===== config.mk =====
export PLATFORM = sky130hd
export DESIGN_NAME = hazard_unit
export DESIGN_NICKNAME = d
export VERILOG_FILES = /design/src/rtl/hazard_unit_pkg.sv /design/src/rtl/hazard_sb_entry.sv /design/src/rtl/hazard_unit.sv
export SDC_FILE = /design/constraint.sdc
export NUM_CORES = 1
export LEC_CHECK = 0
export CORE_ASPECT_RATIO = 0.8
export CORE_UTILIZATION = 30
export DETAILED_ROUTE_END_ITERATION = 10
export HOLD_SLACK_MARGIN = 0.02
export PLACE_DENSITY = 0.61
export RECOVER_POWER = 100
export SLEW_MARGIN = 20
export SYNTH_ARGS = -nofsm -noshare
export SYNTH_HDL_FRONTEND = slang
export SYNTH_SLANG_ARGS = --single-unit
export TNS_END_PERCENT = 100

===== constraint.sdc =====
create_clock -name clk -period 2.8 [get_ports clk]
set_input_delay 0.42 -clock clk [delete_from_list [all_inputs] [get_ports clk]]
set_output_delay 0.42 -clock clk [all_outputs]
set_load 0.03 [all_outputs]

===== src/rtl/hazard_unit_pkg.sv =====
`default_nettype none
// ============================================================================
//  Module      : hazard_unit_pkg
//  Description : Shared definitions for the hazard unit. Holds the forwarding
//                select encodings, the scoreboard entry flag record and small
//                helpers used by the scoreboard and the top level.
//  Revision    : 1.0 - initial release
// ============================================================================
package hazard_unit_pkg;

  // Forwarding select encodings driven on fwd_a_sel / fwd_b_sel
  localparam logic [1:0] FWD_REG = 2'b00;  // operand from register file
  localparam logic [1:0] FWD_MEM = 2'b01;  // operand from MEM-stage result
  localparam logic [1:0] FWD_WB  = 2'b10;  // operand from WB-stage result

  // Per-stage scoreboard flags; the address travels alongside because its
  // width is a parameter of the top level.
  typedef struct packed {
    logic is_branch;
    logic mem_ren;
    logic wen;
    logic valid;
  } sb_flags_t;

  localparam int SB_FLAG_W = $bits(sb_flags_t);

  localparam sb_flags_t SB_BUBBLE = '0;

  // An entry produces a hazard only if it really writes a non-zero register.
  function automatic logic entry_writes(input sb_flags_t flags, input logic addr_nonzero);
    return flags.valid & flags.wen & addr_nonzero;
  endfunction

  // MEM beats WB; the caller has already excluded loads sitting in MEM.
  function automatic logic [1:0] fwd_select(input logic mem_hit, input logic wb_hit);
    if (mem_hit)     return FWD_MEM;
    else if (wb_hit) return FWD_WB;
    else             return FWD_REG;
  endfunction

endpackage
`default_nettype wire


===== src/rtl/hazard_sb_entry.sv =====
`default_nettype none
// ============================================================================
//  Module      : hazard_sb_entry
//  Description : One scoreboard stage register (EXE, MEM or WB). Mirrors the
//                controller's stage reset/enable with priority
//                async reset > stage reset > enable (load or bubble) > hold.
//  Ports       : clk, rst_n        clock / asynchronous active-low reset
//                stage_rst_i       clear entry to a bubble
//                stage_en_i        load entry from previous stage
//                bubble_i          when loading, load a bubble instead
//                addr_i, flags_i   previous-stage destination and flags
//                addr_o, flags_o   current entry contents
//  Revision    : 1.0 - initial release
// ============================================================================
import hazard_unit_pkg::*;

module hazard_sb_entry #(
  parameter int ADDR_W = 5
) (
  input  logic              clk,
  input  logic              rst_n,
  input  logic              stage_rst_i,
  input  logic              stage_en_i,
  input  logic              bubble_i,
  input  logic [ADDR_W-1:0] addr_i,
  input  sb_flags_t         flags_i,
  output logic [ADDR_W-1:0] addr_o,
  output sb_flags_t         flags_o
);

  logic [ADDR_W-1:0] addr_q, addr_d;
  sb_flags_t         flags_q, flags_d;

  always_comb begin
    addr_d  = addr_q;
    flags_d = flags_q;
    if (stage_rst_i) begin
      addr_d  = '0;
      flags_d = SB_BUBBLE;
    end else if (stage_en_i) begin
      if (bubble_i) begin
        addr_d  = '0;
        flags_d = SB_BUBBLE;
      end else begin
        addr_d  = addr_i;
        flags_d = flags_i;
      end
    end
  end

  always_ff @(posedge clk or negedge rst_n) begin
    if (!rst_n) begin
      addr_q  <= '0;
      flags_q <= SB_BUBBLE;
    end else begin
      addr_q  <= addr_d;
      flags_q <= flags_d;
    end
  end

  assign addr_o  = addr_q;
  assign flags_o = flags_q;

endmodule
`default_nettype wire


===== src/rtl/hazard_unit.sv =====
`default_nettype none
// ============================================================================
//  Module      : hazard_unit
//  Description : Pipeline hazard unit. Tracks in-flight destinations in an
//                EXE/MEM/WB scoreboard and produces the stall request, the
//                taken-branch flush, operand forwarding selects and saturating
//                stall/flush counters.
//  Config macro: HAZARD_FORWARD_EN
//                  defined   - MEM/WB forwarding, only load-use stalls
//                  undefined - forwarding selects tied to regfile, any RAW
//                              match against EXE/MEM/WB stalls
//  Ports       : clk, rst_n                   clock / async active-low reset
//                id_rs/rt_addr, id_rs/rt_used ID source operands
//                id_wb_addr, id_wb_wen        ID destination
//                id_mem_ren, id_is_branch     ID load / branch flags
//                exe/mem/wb _en, _rst         controller stage controls
//                exe_branch_taken             EXE branch resolved taken
//                reg_stall, flush_req         hazard direction
//                fwd_a_sel, fwd_b_sel         operand forwarding selects
//                stall_cnt, flush_cnt         saturating event counters
//  Revision    : 1.0 - initial release
// ============================================================================
import hazard_unit_pkg::*;

module hazard_unit #(
  parameter int ADDR_W = 5,
  parameter int CNT_W  = 16
) (
  input  logic              clk,
  input  logic              rst_n,
  input  logic [ADDR_W-1:0] id_rs_addr,
  input  logic [ADDR_W-1:0] id_rt_addr,
  input  logic              id_rs_used,
  input  logic              id_rt_used,
  input  logic [ADDR_W-1:0] id_wb_addr,
  input  logic              id_wb_wen,
  input  logic              id_mem_ren,
  input  logic              id_is_branch,
  input  logic              exe_en,
  input  logic              exe_rst,
  input  logic              mem_en,
  input  logic              mem_rst,
  input  logic              wb_en,
  input  logic              wb_rst,
  input  logic              exe_branch_taken,
  output logic              reg_stall,
  output logic              flush_req,
  output logic [1:0]        fwd_a_sel,
  output logic [1:0]        fwd_b_sel,
  output logic [CNT_W-1:0]  stall_cnt,
  output logic [CNT_W-1:0]  flush_cnt
);

  // --------------------------------------------------------------------------
  // Scoreboard
  // --------------------------------------------------------------------------
  sb_flags_t         w_id_flags, w_exe_flags, w_mem_flags, w_wb_flags;
  logic [ADDR_W-1:0] w_exe_addr, w_mem_addr, w_wb_addr;
  logic              w_stall_raw;

  always_comb begin
    w_id_flags           = SB_BUBBLE;
    w_id_flags.valid     = 1'b1;
    w_id_flags.wen       = id_wb_wen;
    w_id_flags.mem_ren   = id_mem_ren;
    w_id_flags.is_branch = id_is_branch;
  end

  // EXE takes a bubble whenever the instruction in ID is being held back.
  hazard_sb_entry #(.ADDR_W(ADDR_W)) u_sb_exe (
    .clk(clk), .rst_n(rst_n),
    .stage_rst_i(exe_rst), .stage_en_i(exe_en), .bubble_i(reg_stall),
    .addr_i(id_wb_addr), .flags_i(w_id_flags),
    .addr_o(w_exe_addr), .flags_o(w_exe_flags)
  );

  hazard_sb_entry #(.ADDR_W(ADDR_W)) u_sb_mem (
    .clk(clk), .rst_n(rst_n),
    .stage_rst_i(mem_rst), .stage_en_i(mem_en), .bubble_i(1'b0),
    .addr_i(w_exe_addr), .flags_i(w_exe_flags),
    .addr_o(w_mem_addr), .flags_o(w_mem_flags)
  );

  hazard_sb_entry #(.ADDR_W(ADDR_W)) u_sb_wb (
    .clk(clk), .rst_n(rst_n),
    .stage_rst_i(wb_rst), .stage_en_i(wb_en), .bubble_i(1'b0),
    .addr_i(w_mem_addr), .flags_i(w_mem_flags),
    .addr_o(w_wb_addr), .flags_o(w_wb_flags)
  );

  // --------------------------------------------------------------------------
  // Dependency detection
  // --------------------------------------------------------------------------
  logic w_exe_wr, w_mem_wr, w_wb_wr;
  logic w_rs_exe, w_rt_exe, w_rs_mem, w_rt_mem, w_rs_wb, w_rt_wb;

  assign w_exe_wr = entry_writes(w_exe_flags, |w_exe_addr);
  assign w_mem_wr = entry_writes(w_mem_flags, |w_mem_addr);
  assign w_wb_wr  = entry_writes(w_wb_flags,  |w_wb_addr);

  assign w_rs_exe = id_rs_used & (id_rs_addr == w_exe_addr);
  assign w_rt_exe = id_rt_used & (id_rt_addr == w_exe_addr);
  assign w_rs_mem = id_rs_used & (id_rs_addr == w_mem_addr);
  assign w_rt_mem = id_rt_used & (id_rt_addr == w_mem_addr);
  assign w_rs_wb  = id_rs_used & (id_rs_addr == w_wb_addr);
  assign w_rt_wb  = id_rt_used & (id_rt_addr == w_wb_addr);

`ifdef HAZARD_FORWARD_EN
  // A load in MEM has no result yet; its consumer was already stalled a cycle
  // and picks the value up from WB instead.
  logic w_mem_fwd_ok;
  assign w_mem_fwd_ok = w_mem_wr & ~w_mem_flags.mem_ren;

  assign w_stall_raw = w_exe_wr & w_exe_flags.mem_ren & (w_rs_exe | w_rt_exe);
  assign fwd_a_sel   = fwd_select(w_mem_fwd_ok & w_rs_mem, w_wb_wr & w_rs_wb);
  assign fwd_b_sel   = fwd_select(w_mem_fwd_ok & w_rt_mem, w_wb_wr & w_rt_wb);
`else
  // No bypass network: wait until the producer has left WB, since a
  // same-cycle register-file write/read is not assumed to pass through.
  assign w_stall_raw = (w_exe_wr & (w_rs_exe | w_rt_exe))
                     | (w_mem_wr & (w_rs_mem | w_rt_mem))
                     | (w_wb_wr  & (w_rs_wb  | w_rt_wb));
  assign fwd_a_sel   = FWD_REG;
  assign fwd_b_sel   = FWD_REG;
`endif

  // Only part of the MEM/WB flag records feeds the hazard logic.
  logic w_unused_flags;
  assign w_unused_flags = ^{w_mem_flags, w_wb_flags};

  // A taken branch squashes the ID instruction, so its stall is moot.
  assign flush_req = w_exe_flags.valid & w_exe_flags.is_branch & exe_branch_taken;
  assign reg_stall = w_stall_raw & ~flush_req;

  // --------------------------------------------------------------------------
  // Saturating event counters
  // --------------------------------------------------------------------------
  logic [CNT_W-1:0] stall_cnt_q, stall_cnt_d;
  logic [CNT_W-1:0] flush_cnt_q, flush_cnt_d;

  always_comb begin
    stall_cnt_d = stall_cnt_q;
    flush_cnt_d = flush_cnt_q;
    if (reg_stall && (stall_cnt_q != {CNT_W{1'b1}})) stall_cnt_d = stall_cnt_q + CNT_W'(1);
    if (flush_req && (flush_cnt_q != {CNT_W{1'b1}})) flush_cnt_d = flush_cnt_q + CNT_W'(1);
  end

  always_ff @(posedge clk or negedge rst_n) begin
    if (!rst_n) begin
      stall_cnt_q <= '0;
      flush_cnt_q <= '0;
    end else begin
      stall_cnt_q <= stall_cnt_d;
      flush_cnt_q <= flush_cnt_d;
    end
  end

  assign stall_cnt = stall_cnt_q;
  assign flush_cnt = flush_cnt_q;

endmodule
`default_nettype wire

# After elaboration in Yosys (flattened, before gate mapping)
# Cells that the tools add are included.
# word_totals
reg_bits,55
inputBits,29
out_inout_bits,38
# classes
addsub,2
n_eq_ne,8
muxes,14
bitwise,24
n_reduce_logical,8
# op_table
op,count
$mux W5,7
$add A16 B1 Y16 const B,2
$ne A16 B16 Y1 const B,2
$eq A5 B5 Y1,6
$mux W4,5
$and A1 B1 Y1,18
$reduce_or A5 Y1,3
$reduce_bool A2 Y1,3
$or A1 B1 Y1,5
$mux W2,2
$logic_and A1 B1 Y1,2
$not A1 Y1,1

# Longest topological paths before layout
# Gate-level depths: netlist of the first run.
# depth
ltp_word,10
depth_mapped,10

# Hierarchy
# A second synthesis of the first run with hierarchy kept.
# hier_totals
hier_cells,251
hier_area_um2,2970.3
# modules_own_cells
mod,n_inst,cells_each,area_each_um2,seq_area_each_um2
hazard_unit,1,188,1934.4,800.8
hazard_sb_entry,3,21,345.3,225.2

# Worst setup path before layout of the first run
# No wires, ideal clock.
# synth_timing
path_type,register -> register
startpoint,register flush_cnt_q[7] (netlist: flush_cnt[7])
endpoint,register flush_cnt_q[15] (netlist: flush_cnt[15])
setup_ns,0.133
t_arrival_ns,1.998
required_ns,2.667
setup_slack_ns,0.669
path_stages_with_launch,9
n_path_buf,1
path_cell_list,dfrtp_1 and4_1 and4_4 a21oi_2 and4_1 and3_1 buf_2 nand4_1 xnor2_1
# synth_via
elab_chain_len,2
word_cells_on_any_way,3
# synth_rtl
element,line,text
start: declaration,hazard_unit.sv:139,"logic [CNT_W-1:0] flush_cnt_q, flush_cnt_d;"
start signal: assignment,hazard_unit.sv:154,flush_cnt_q <= flush_cnt_d;
"parallel branches: the longest is 2 deep, another holds $add A16 B1 Y16",n/a,
# Parallel ways; which one is timed is not known.
# A chain may end at the register's enable or synchronous reset.

# Final worst setup path of the first run
# layout_timing
startpoint,input id_rs_addr[4]
endpoint,output reg_stall
# layout_via
elab_chain_len,7
word_cells_on_any_way,15
# layout_rtl
element,line,text
start: declaration,hazard_unit.sv:31,"input logic [ADDR_W-1:0] id_rs_addr,"
$eq A5 B5 Y1 (on tied branches),"hazard_unit.sv:101, hazard_unit.sv:103",
$and A1 B1 Y1 (on tied branches),"hazard_unit.sv:101, hazard_unit.sv:103",
$or A1 B1 Y1 (on tied branches),"hazard_unit.sv:120, hazard_unit.sv:121",
$and A1 B1 Y1 (on tied branches),"hazard_unit.sv:120, hazard_unit.sv:121",
$or A1 B1 Y1,hazard_unit.sv:121,| (w_mem_wr & (w_rs_mem | w_rt_mem))
$or A1 B1 Y1 *,hazard_unit.sv:122,| (w_wb_wr & (w_rs_wb | w_rt_wb));
$and A1 B1 Y1 *,hazard_unit.sv:133,assign reg_stall = w_stall_raw & ~flush_req;
end: declaration,hazard_unit.sv:46,"output logic reg_stall,"
# Mark *: on every way between the ends. The rest lies on a longest branch, timed or not.

==> impl_metrics.json, run 1 <==
{
  "slew_violations": 0,
  "yosysSeqAreaShare_pct": 47.7,
  "antenna_found_initial": 0,
  "worstSkewPairLatency_ns": 0.29,
  "p_total_mw": 1.79,
  "grt_pass1_wl_mm": 10.9,
  "netlist_area_sq_um": 2830,
  "grt_util_all_layers_pct": 14.2,
  "grt_pass1_vias": 2165,
  "required_ns": 2.38,
  "clk_pin_slew_worst_paths_ns": 0.07,
  "startpoint_type": "input port",
  "finalNetCount": 350,
  "routed_wl_mm": 6.74,
  "io-pin-count": 67,
  "ys_warn_count": 0,
  "setup_viol": 0,
  "cts_resized": 0,
  "cts_buffers": 5,
  "post_cts_buffers": 0,
  "syn2layout_area_growth_pct": 30.6,
  "crit_start": "id_rs_addr[4]",
  "wire_per_inst_microns": 15.5,
  "hp-class": "input port to asynchronous set/reset pin",
  "cp_slowest_cell": "clkdlybuf4s50_1",
  "fin_util_pct": 40.5,
  "cts_tree": "yes",
  "tightest_slew_ns": 1.32,
  "coreArea_sq_um": 9110,
  "finalSetupTns_ns": 0,
  "hold_buffers": 0,
  "max-slew-margin-rel_pct": 11.8,
  "critical_path.reg2reg.startpoint": "u_sb_exe.addr_o[1]$_DFFE_PN0P_",
  "grt_max_degree": 31,
  "crit_buf_inv": 3,
  "worstRegToRegCells": 7,
  "firstDrtPassIters": 4,
  "path_max_fanout": 10,
  "grt_overflow": 0,
  "irDropWorstVdd_mv": 0.448,
  "synth-edff-count": 0,
  "cts_sinks": 54,
  "clock_path_buffers": 2,
  "drc": 0,
  "crit_family": "buffers and inverters",
  "htree_num_levels": 2,
  "finalClockSkew_ns": 0.00685,
  "crit_cells": 8,
  "timing.fmax_mhz": 373,
  "dieWidth_microns": 111,
  "start_util_pct": 31.1,
  "globalplace.congestion": 0.862,
  "status": "finished, final reports clean",
  "dieArea_sq_um": 9830,
  "viasPerCell": 4.92,
  "synth-main-ff-cell": "dfrtp_1",
  "cpPeakStageDelay_ns": 0.49,
  "powerDensity_nw_per_um2": 484,
  "syn_inst": 258,
  "io_buffers": 61,
  "avgSynthCellArea_sq_um": 11.0,
  "path_cells": "clkdlybuf4s50_1 > xor2_1 > nor4_2 > a32oi_1 > o22a_2 > and2_4 > inv_1 > buf_4",
  "crit_path_end_kind": "primary output",
  "cap_violations": 0,
  "fin_crit_sh_pct": 95.8,
  "drtIter0Drc": 88,
  "async_flop_share_pct": 100,
  "dp.cells": 427,
  "period_minus_slack_ns": 2.68,
  "stdcell_count": 435,
  "drive_gt1_share_pct": 6.25,
  "ys_types": 37,
  "p_leak_nw": 1.77,
  "hold_viol_final": 0,
  "nFillCells": 852,
  "synth_seq_cells": 54,
  "cts_root_buf": "clkbuf_16",
  "grt_setup_unrepaired": "false",
  "die_h_microns": 88.9,
  "hpwl_mm": 4.90,
  "antennaDiodeCount": 0,
  "antenna_left": 0,
  "arrival_ns": 2.26,
  "fin_hold_ws_ns": 0.408,
  "vias": 2139,
  "critical_path_class": "input port to primary output",
  "rows": 31
}
[state kept, by name, indices dropped and copies added (netlist names)]
signal,count
u_sb_wb.flags_o,2
u_sb_exe.flags_o,3
flush_cnt,16
u_sb_mem.flags_o,2
u_sb_exe.addr_o,5
u_sb_wb.addr_o,5
u_sb_mem.addr_o,5
stall_cnt,16
[power breakdown]
part           internal, mW  switching [mW]  total, mW  leakage (nW)
clock                 0.422           0.285      0.707        0.0760
sequential            0.808          0.0377      0.846         0.743
combinational         0.106           0.131      0.236         0.951
[synth_stat cells (all sizes together), types with 3 or more instances]
library cell,count,area (sq um)
and2,4,27.5
nor4,6,43.8
nor2,16,60.1
nand2b,7,43.8
a21oi,9,60.1
mux2,3,37.5
xor2,29,254
or4,3,22.5
and4,7,63.8
and3,11,68.8
clkbuf,4,15.0
nand4,8,50.1
dfrtp,54,1350
mux2i,15,150
o2111ai,3,26.3
xnor2,30,263
nand2,11,41.3
nand3,17,85.1
buf,9,61.3
[logic make-up after synthesis]
| family | share of synthesized area [%] |
|---|---|
| other | 0.132 |
| AND/OR/NAND/NOR | 19.1 |
| AO/OA/AOI/OAI | 4.29 |
| flip-flops | 47.7 |
| buffers and inverters | 2.96 |
| XOR/XNOR | 18.3 |
| adder cells (fa/ha/maj) | 0.884 |
| multiplexers | 6.63 |
[cells in the final DEF, fill, tap and decap left out]
cell,n
and2_1,2
nand2b_1,7
clkbuf_16,5
a21oi_1,9
nor2_1,16
clkbuf_1,2
a21o_1,1
nor4_1,3
dfrtp_1,54
o22a_2,1
bufinv_16,1
clkbuf_2,1
and4_4,1
mux2i_1,15
xor2_1,29
or4_1,3
ha_1,2
nor3b_1,2
mux2_2,2
and2_0,1
nor4_2,3
buf_12,1
and3_1,11
or2b_1,1
a32oi_1,2
buf_4,1
clkdlybuf4s50_1,23
nand3_1,17
and2_4,1
nand2_1,11
xnor2_1,30
inv_1,2
clkinvlp_4,2
o2111ai_1,3
nand4_1,8
mux2_4,1
dlygate4sd3_1,36
conb_1,4
and4_1,6
[stage by stage]
stage / cell area, sq um / setup WS [ns]
after floorplan: 2840 / 0.669
after global placement: 3560 / 0.115
after detailed placement: 3560 / 0.0287
after CTS: 3730 / 0.0236
after global routing: 3700 / 0.0447
final: 3700 / 0.119
[cell type report]
| cell class | count | area, sq um | area share [%] |
|---|---|---|---|
| repair buffers | 64 | 631 | 17.1 |
| flip-flops and latches | 54 | 1350 | 36.6 |
| clock inverters | 3 | 45.0 | 1.22 |
| multi-input cells | 192 | 1390 | 37.7 |
| inverters | 2 | 7.51 | 0.203 |
| well taps | 115 | 144 | 3.89 |
| clock buffers | 5 | 125 | 3.39 |
[routing by layer]
layer	up-vias	track usage [%]	part of all wire (%)
li1	1015	-	-
met1	1047	18.7	50
met2	68	23.5	46
met3	9	2.67	3.3
met4	0	5.09	1.2
met5	-	0	0
[final timing paths]
path / end / slack, ns
max in group asynchronous: u_sb_wb.addr_o[4]$_DFFE_PN0P_ / 0.99
worst max register to register: stall_cnt[14]$_DFFE_PN0P_ / 0.52
worst min register to register: flush_cnt[5]$_DFFE_PN0P_ / 0.49
worst max-delay path: reg_stall / 0.12
min in group clk: flush_cnt[5]$_DFFE_PN0P_ / 0.49
worst min-delay path: flush_cnt[8]$_DFFE_PN0P_ / 0.41
Note: power is estimated with default switching activity, not from simulation.
==> run 2, diff against run 1 <==
==> constraint.sdc (replaced) <==
create_clock -name clk -period 2.5 [get_ports clk]
set_input_delay 0.375 -clock clk [delete_from_list [all_inputs] [get_ports clk]]
set_output_delay 0.375 -clock clk [all_outputs]
set_load 0.03 [all_outputs]
==> run 2 against run 1 <==
Wire length is 0.99% lower. First-iteration DRC count is 38% lower. Power increased by 13%. Die area unchanged. Worst hold slack worse by 0.14 ns. Sequential power grew 12%. Highest routed layer unchanged.
==> impl_metrics.json, run 2 (synthesis gave the netlist of run 1 again) <==
{
  "arrival_ns": 2.08,
  "drtIter0Drc": 55,
  "hold_buffers": 0,
  "antenna_left": 0,
  "setup_viol": 0,
  "start_util_pct": 31.1,
  "clock_path_buffers": 2,
  "antenna_found_initial": 0,
  "fin_util_pct": 42.3,
  "vias": 2148,
  "path_cells": "or4_4 > o2111ai_2 > o22a_2 > and2_4 > inv_2 > buf_6",
  "clock_power_share_pct": 39.2,
  "cts_root_buf": "clkbuf_16",
  "period_minus_slack_ns": 2.45,
  "globalplace.congestion": 0.824,
  "tightest_slew_ns": 1.11,
  "worstSkewPairLatency_ns": 0.29,
  "routed_wl_mm": 6.67,
  "cap_violations": 0,
  "cp_slowest_cell": "or4_4",
  "path_max_fanout": 5,
  "stdcell_count": 450,
  "crit_path_end_kind": "primary output",
  "required_ns": 2.12,
  "cts_sinks": 54,
  "hold_viol_final": 0,
  "p_sw_mw": 0.510,
  "firstDrtPassIters": 4,
  "status": "finished, final reports clean",
  "dp.cells": 436,
  "wire_per_inst_microns": 14.8,
  "sw_frac_of_total_pct": 25.3,
  "p_total_mw": 2.02,
  "irDropWorstVdd_mv": 0.424,
  "grt_pass1_vias": 2153,
  "placed_cell_area_sq_um": 3610,
  "hpwl_mm": 4.88,
  "grt_max_degree": 22,
  "grt_util_all_layers_pct": 14.0,
  "viasPerCell": 4.77,
  "grt_overflow": 0,
  "drive_gt1_share_pct": 13.7,
  "layout_commonest_cell": "dfrtp_1",
  "dieArea_sq_um": 9830,
  "startpoint_type": "flip-flop",
  "clk_pin_slew_worst_paths_ns": 0.07,
  "cpPeakStageDelay_ns": 0.55,
  "coreArea_sq_um": 9110,
  "critical_path_class": "flip-flop to primary output",
  "rows": 31,
  "cts_tree": "yes",
  "io-pin-count": 67,
  "cts_buffers": 5,
  "internal_power_mw": 1.51,
  "max-slew-margin-rel_pct": 25.8,
  "timing.fmax_mhz": 408,
  "fin_crit_sh_pct": 98.1,
  "hp-class": "input port to asynchronous set/reset pin",
  "fin_hold_ws_ns": 0.271,
  "syn2layout_area_growth_pct": 36.2,
  "finalClockSkew_ns": 0.00809,
  "final_cell_mix": "dfrtp_1 (48), dlygate4sd3_1 (34), xnor2_1 (30), xor2_1 (29), clkdlybuf4s50_1 (18)",
  "grt_pass1_wl_mm": 10.9,
  "htree_num_levels": 2,
  "grt_setup_unrepaired": "true",
  "finalNetCount": 365,
  "antennaDiodeCount": 0,
  "io_buffers": 61,
  "r2r_setup_slack_ns": 0.20,
  "crit_family": "simple AND/OR/NAND/NOR gates",
  "p_leak_nw": 1.86,
  "fin_area_sq_um": 3850,
  "drc": 0,
  "pwr-share-comb_pct": 13.7,
  "die_h_microns": 88.9,
  "crit_buf_inv": 2,
  "slew_violations": 0,
  "seq_power_share_pct": 47.1,
  "powerDensity_nw_per_um2": 523,
  "dieWidth_microns": 111
}
run 2: changes by cell type in the layout (fill, tap and decap cells not counted), sizes merged:
cell	change
clkdlybuf4s50	-5
dlymetal6s2s	+2
clkbuf	+3
buf	+12
dlygate4sd3	-2
dlygate4sd2	+5
run 2: stage by stage:
stage / setup slack [ns] / TNS (ns)
2_1_floorplan: 0.369 / 0
3_3_place_gp: -0.119 / -0.465
3_5_place_dp: -0.0869 / -0.210
4_1_cts: 0.0102 / 0
5_1_grt: -0.00900 / -0.00900
6_report: 0.0481 / 0
run 2: cell type report:
cell class                 count  area, sq um
fill                         853         5260
multi-input combinational    192         1450
sequential                    54         1360
timing repair buffer          79          722
tap                          115          144
clock buffer                   5          125
clock inverter                 3         45.0
inverter                       2         7.51
run 2: metal layers:
layer | track usage [%] | vias up | routed length [microns]
li1 | - | 1042 | -
met1 | 19.2 | 1047 | 3220
met2 | 22.8 | 53 | 3110
met3 | 3.01 | 6 | 288
met4 | 3.27 | 0 | 49
met5 | 0 | - | 0
run 2: power by group through the flow:
stage               logic, mW  clock network [mW]  registers (mW)
floorplan               0.105                   0           0.994
global placement        0.276                   0           0.966
detailed placement      0.280                   0           0.965
CTS                     0.280               0.804           0.950
global route            0.303               0.848           0.956
finish                  0.277               0.790           0.949
run 2: what timing repair did:
action	CTS	global route
gates resized for setup	8	15
pin swaps	1	8
buffers inserted	0	6
setup endpoints to repair	1	1
hold endpoints to repair	0	0
run 2: final timing paths:
path | from | to | cells past startpoint
worst max-delay path | u_sb_exe.addr_o[1]$_DFFE_PN0P_ | reg_stall | 6
worst min-delay path | rst_n | flush_cnt[8]$_DFFE_PN0P_ | 1
worst max register to register | u_sb_wb.addr_o[0]$_DFFE_PN0P_ | stall_cnt[2]$_DFFE_PN0P_ | 9
worst min register to register | stall_cnt[9]$_DFFE_PN0P_ | stall_cnt[9]$_DFFE_PN0P_ | 1
max in group asynchronous | rst_n | u_sb_exe.addr_o[2]$_DFFE_PN0P_ | 2
min in group clk | stall_cnt[9]$_DFFE_PN0P_ | stall_cnt[9]$_DFFE_PN0P_ | 1
==> RTL change, RTL diff (flow settings as in run 2) <==
The option `HAZARD_FORWARD_EN` is turned on by a define.
--- a/src/rtl/hazard_unit.sv
+++ b/src/rtl/hazard_unit.sv
@@ -22,2 +22,4 @@
 // ============================================================================
+`define HAZARD_FORWARD_EN
+
 import hazard_unit_pkg::*;
Check against the original RTL: not equivalent (a bounded check fails within 4 cycles, from zero or initial values and one cycle with rst_n low).
==> RTL change against run 2 <==
  * The flow now finishes with violations (capacitance limit, slew limit)
  * Sequential cell count is 2 higher
  * Wire length is 5.3% higher
  * Area after synthesis rose by 6.5%
  * Power down 2.9%
  * Sequential power rose by 3.9%
  * Final area is 1.8% higher
  * Register-to-register slack gained 0.21 ns
  * Setup slack improved by 0.062 ns
  * Global-route usage up 0.44 points
  * Clock power shrank 12%
  * Largest power group unchanged
  * Highest routed layer unchanged
==> RTL change: results (changes against run 2) <==
Power:
- The ratio of total power to cell area is 499.2 nW/um^2 (was 523.0 nW/um^2).
- The largest vdd supply drop was 464.2 uV (was 423.9 uV).

Detailed routing:
- The violation count after the first detailed-routing iteration is 121 (was 55).
- The overall via count from detail_route is 2,367 (was 2,148).

Global route:
- The wire length of the first global-routing pass was 12.08 mm (was 10.86 mm).
- The total track usage is 14.41% (was 13.97%).
- The maximum number of pins on one net before global-route repair is 30 (was 22).

STA:
- The number of max-slew violations in the final report is 29 (was 0).
- The post-route clock skew was 0.007301 ns (was 0.008086 ns).
- The max-slew headroom at the worst pin was -1.439% (was 25.83%).

Finish:
- The storage element area is 1401 sq um (was 1359 sq um).
- The number of multi-input combinational cells was 219 (was 192).
- The post-layout instance count excluding filler cells is 499 (was 450).
- The multi-input gate area in the final layout was 1508 sq um (was 1453 sq um).
- The share of layout cells above drive strength 1 is 6.612% (was 13.73%).
- The number of non-clock inverters in the layout is 10 (was 2).
- The number of nets in the layout is 393 (was 365).
- The total number of sequential cells is 56 (was 54).

Placed design:
- The number of placed cells counting well taps was 491 (was 436).
- The half-perimeter wire length of the detailed placement result is 5.415 mm (was 4.884 mm).
- The count of buffers inserted at the top-level ports was 66 (was 61).
- The final weighted congestion in routability-driven placement is 0.8364 (was 0.8238).

Critical path:
- The worst path arrival time was 2.02 ns (was 2.08 ns).
- The kind of cell adding the most delay to the critical path is buffers and inverters (was simple AND/OR/NAND/NOR gates).
- The slowest stage cell on the critical path is sky130_fd_sc_hd__clkdlybuf4s50_1 (was sky130_fd_sc_hd__or4_4).

Run status:
- Outcome: finished, violations left (was finished, final reports clean).
- The final reports fail on capacitance limit, slew limit.

Synthesis:
- Leading cell types by count after synthesis: sky130_fd_sc_hd__dfrtp_1, sky130_fd_sc_hd__xnor2_1, sky130_fd_sc_hd__nor2_1 (was sky130_fd_sc_hd__dfrtp_1, sky130_fd_sc_hd__xnor2_1, sky130_fd_sc_hd__xor2_1).
- Main area contributors after synthesis: sky130_fd_sc_hd__dfrtp_1, sky130_fd_sc_hd__xnor2_1, sky130_fd_sc_hd__xor2_1, sky130_fd_sc_hd__mux2i_1, sky130_fd_sc_hd__nand3_1 (unchanged).
- The count of distinct cell types in the synthesized netlist was 44 (was 37).

Clocking:
- The number of gates resized after CTS is 0 (was 8).
- The post-CTS setup buffer count came to 0 (unchanged).
- The H-tree level count is 2 (unchanged).

Flow run:
- The max-cap violation count is 1 (was 0).
[RTL change: path summary, 6_finish.rpt]
kind                               startpoint                  to  slack, ns  depth (start not counted)
setup / recovery                id_rt_addr[1]           reg_stall       0.11                          6
hold reg to reg                  stall_cnt[8]        stall_cnt[8]       0.50                          1
max in group asynchronous               rst_n        stall_cnt[7]       0.62                          2
min in group clk                 stall_cnt[8]        stall_cnt[8]       0.50                          1
hold / removal                          rst_n  u_sb_exe.addr_o[2]       0.44                          1
setup reg to reg           u_sb_exe.addr_o[2]        stall_cnt[1]       0.41                          5
[RTL change: where the power goes]
group	switching, mW	internal [mW]	leakage [nW]
logic	0.145	0.129	0.925
clock network	0.323	0.376	0.0742
registers	0.0457	0.940	0.770
total	0.514	1.44	1.77
[RTL change: per-stage QoR]
stage	instance area (sq um)	utilization [%]	worst slack [ns]	power [mW]
2_1_floorplan	3015	-	0.08326	1.146
3_3_place_gp	3825	39.48	0.1566	1.290
3_5_place_dp	3825	39.48	0.1721	1.297
4_1_cts	3973	41.00	0.09772	2.002
5_1_grt	3923	40.48	0.02838	2.050
6_report	3923	40.48	0.1098	1.958
[RTL change: layer usage]
layer | vias to the layer above | routed length [microns] | GRT usage (%) | share of wire, %
met3 | 2 | 267 | 2.512 | 3.8
met4 | 0 | 40 | 3.355 | 0.57
met5 | - | 0 | 0 | 0
met1 | 1142 | 3524 | 21.05 | 50
li1 | 1178 | - | - | -
met2 | 45 | 3189 | 22.07 | 45
[RTL change: logic make-up after synthesis]
kind of cell / Yosys count / synth area share, %
multiplexers: 19 / 6.597
buffers and inverters: 20 / 2.780
XOR/XNOR: 51 / 14.81
AO/OA/AOI/OAI: 27 / 7.427
adder cells (fa/ha/maj): 2 / 0.8297
AND/OR/NAND/NOR: 120 / 21.08
flip-flops: 56 / 46.47
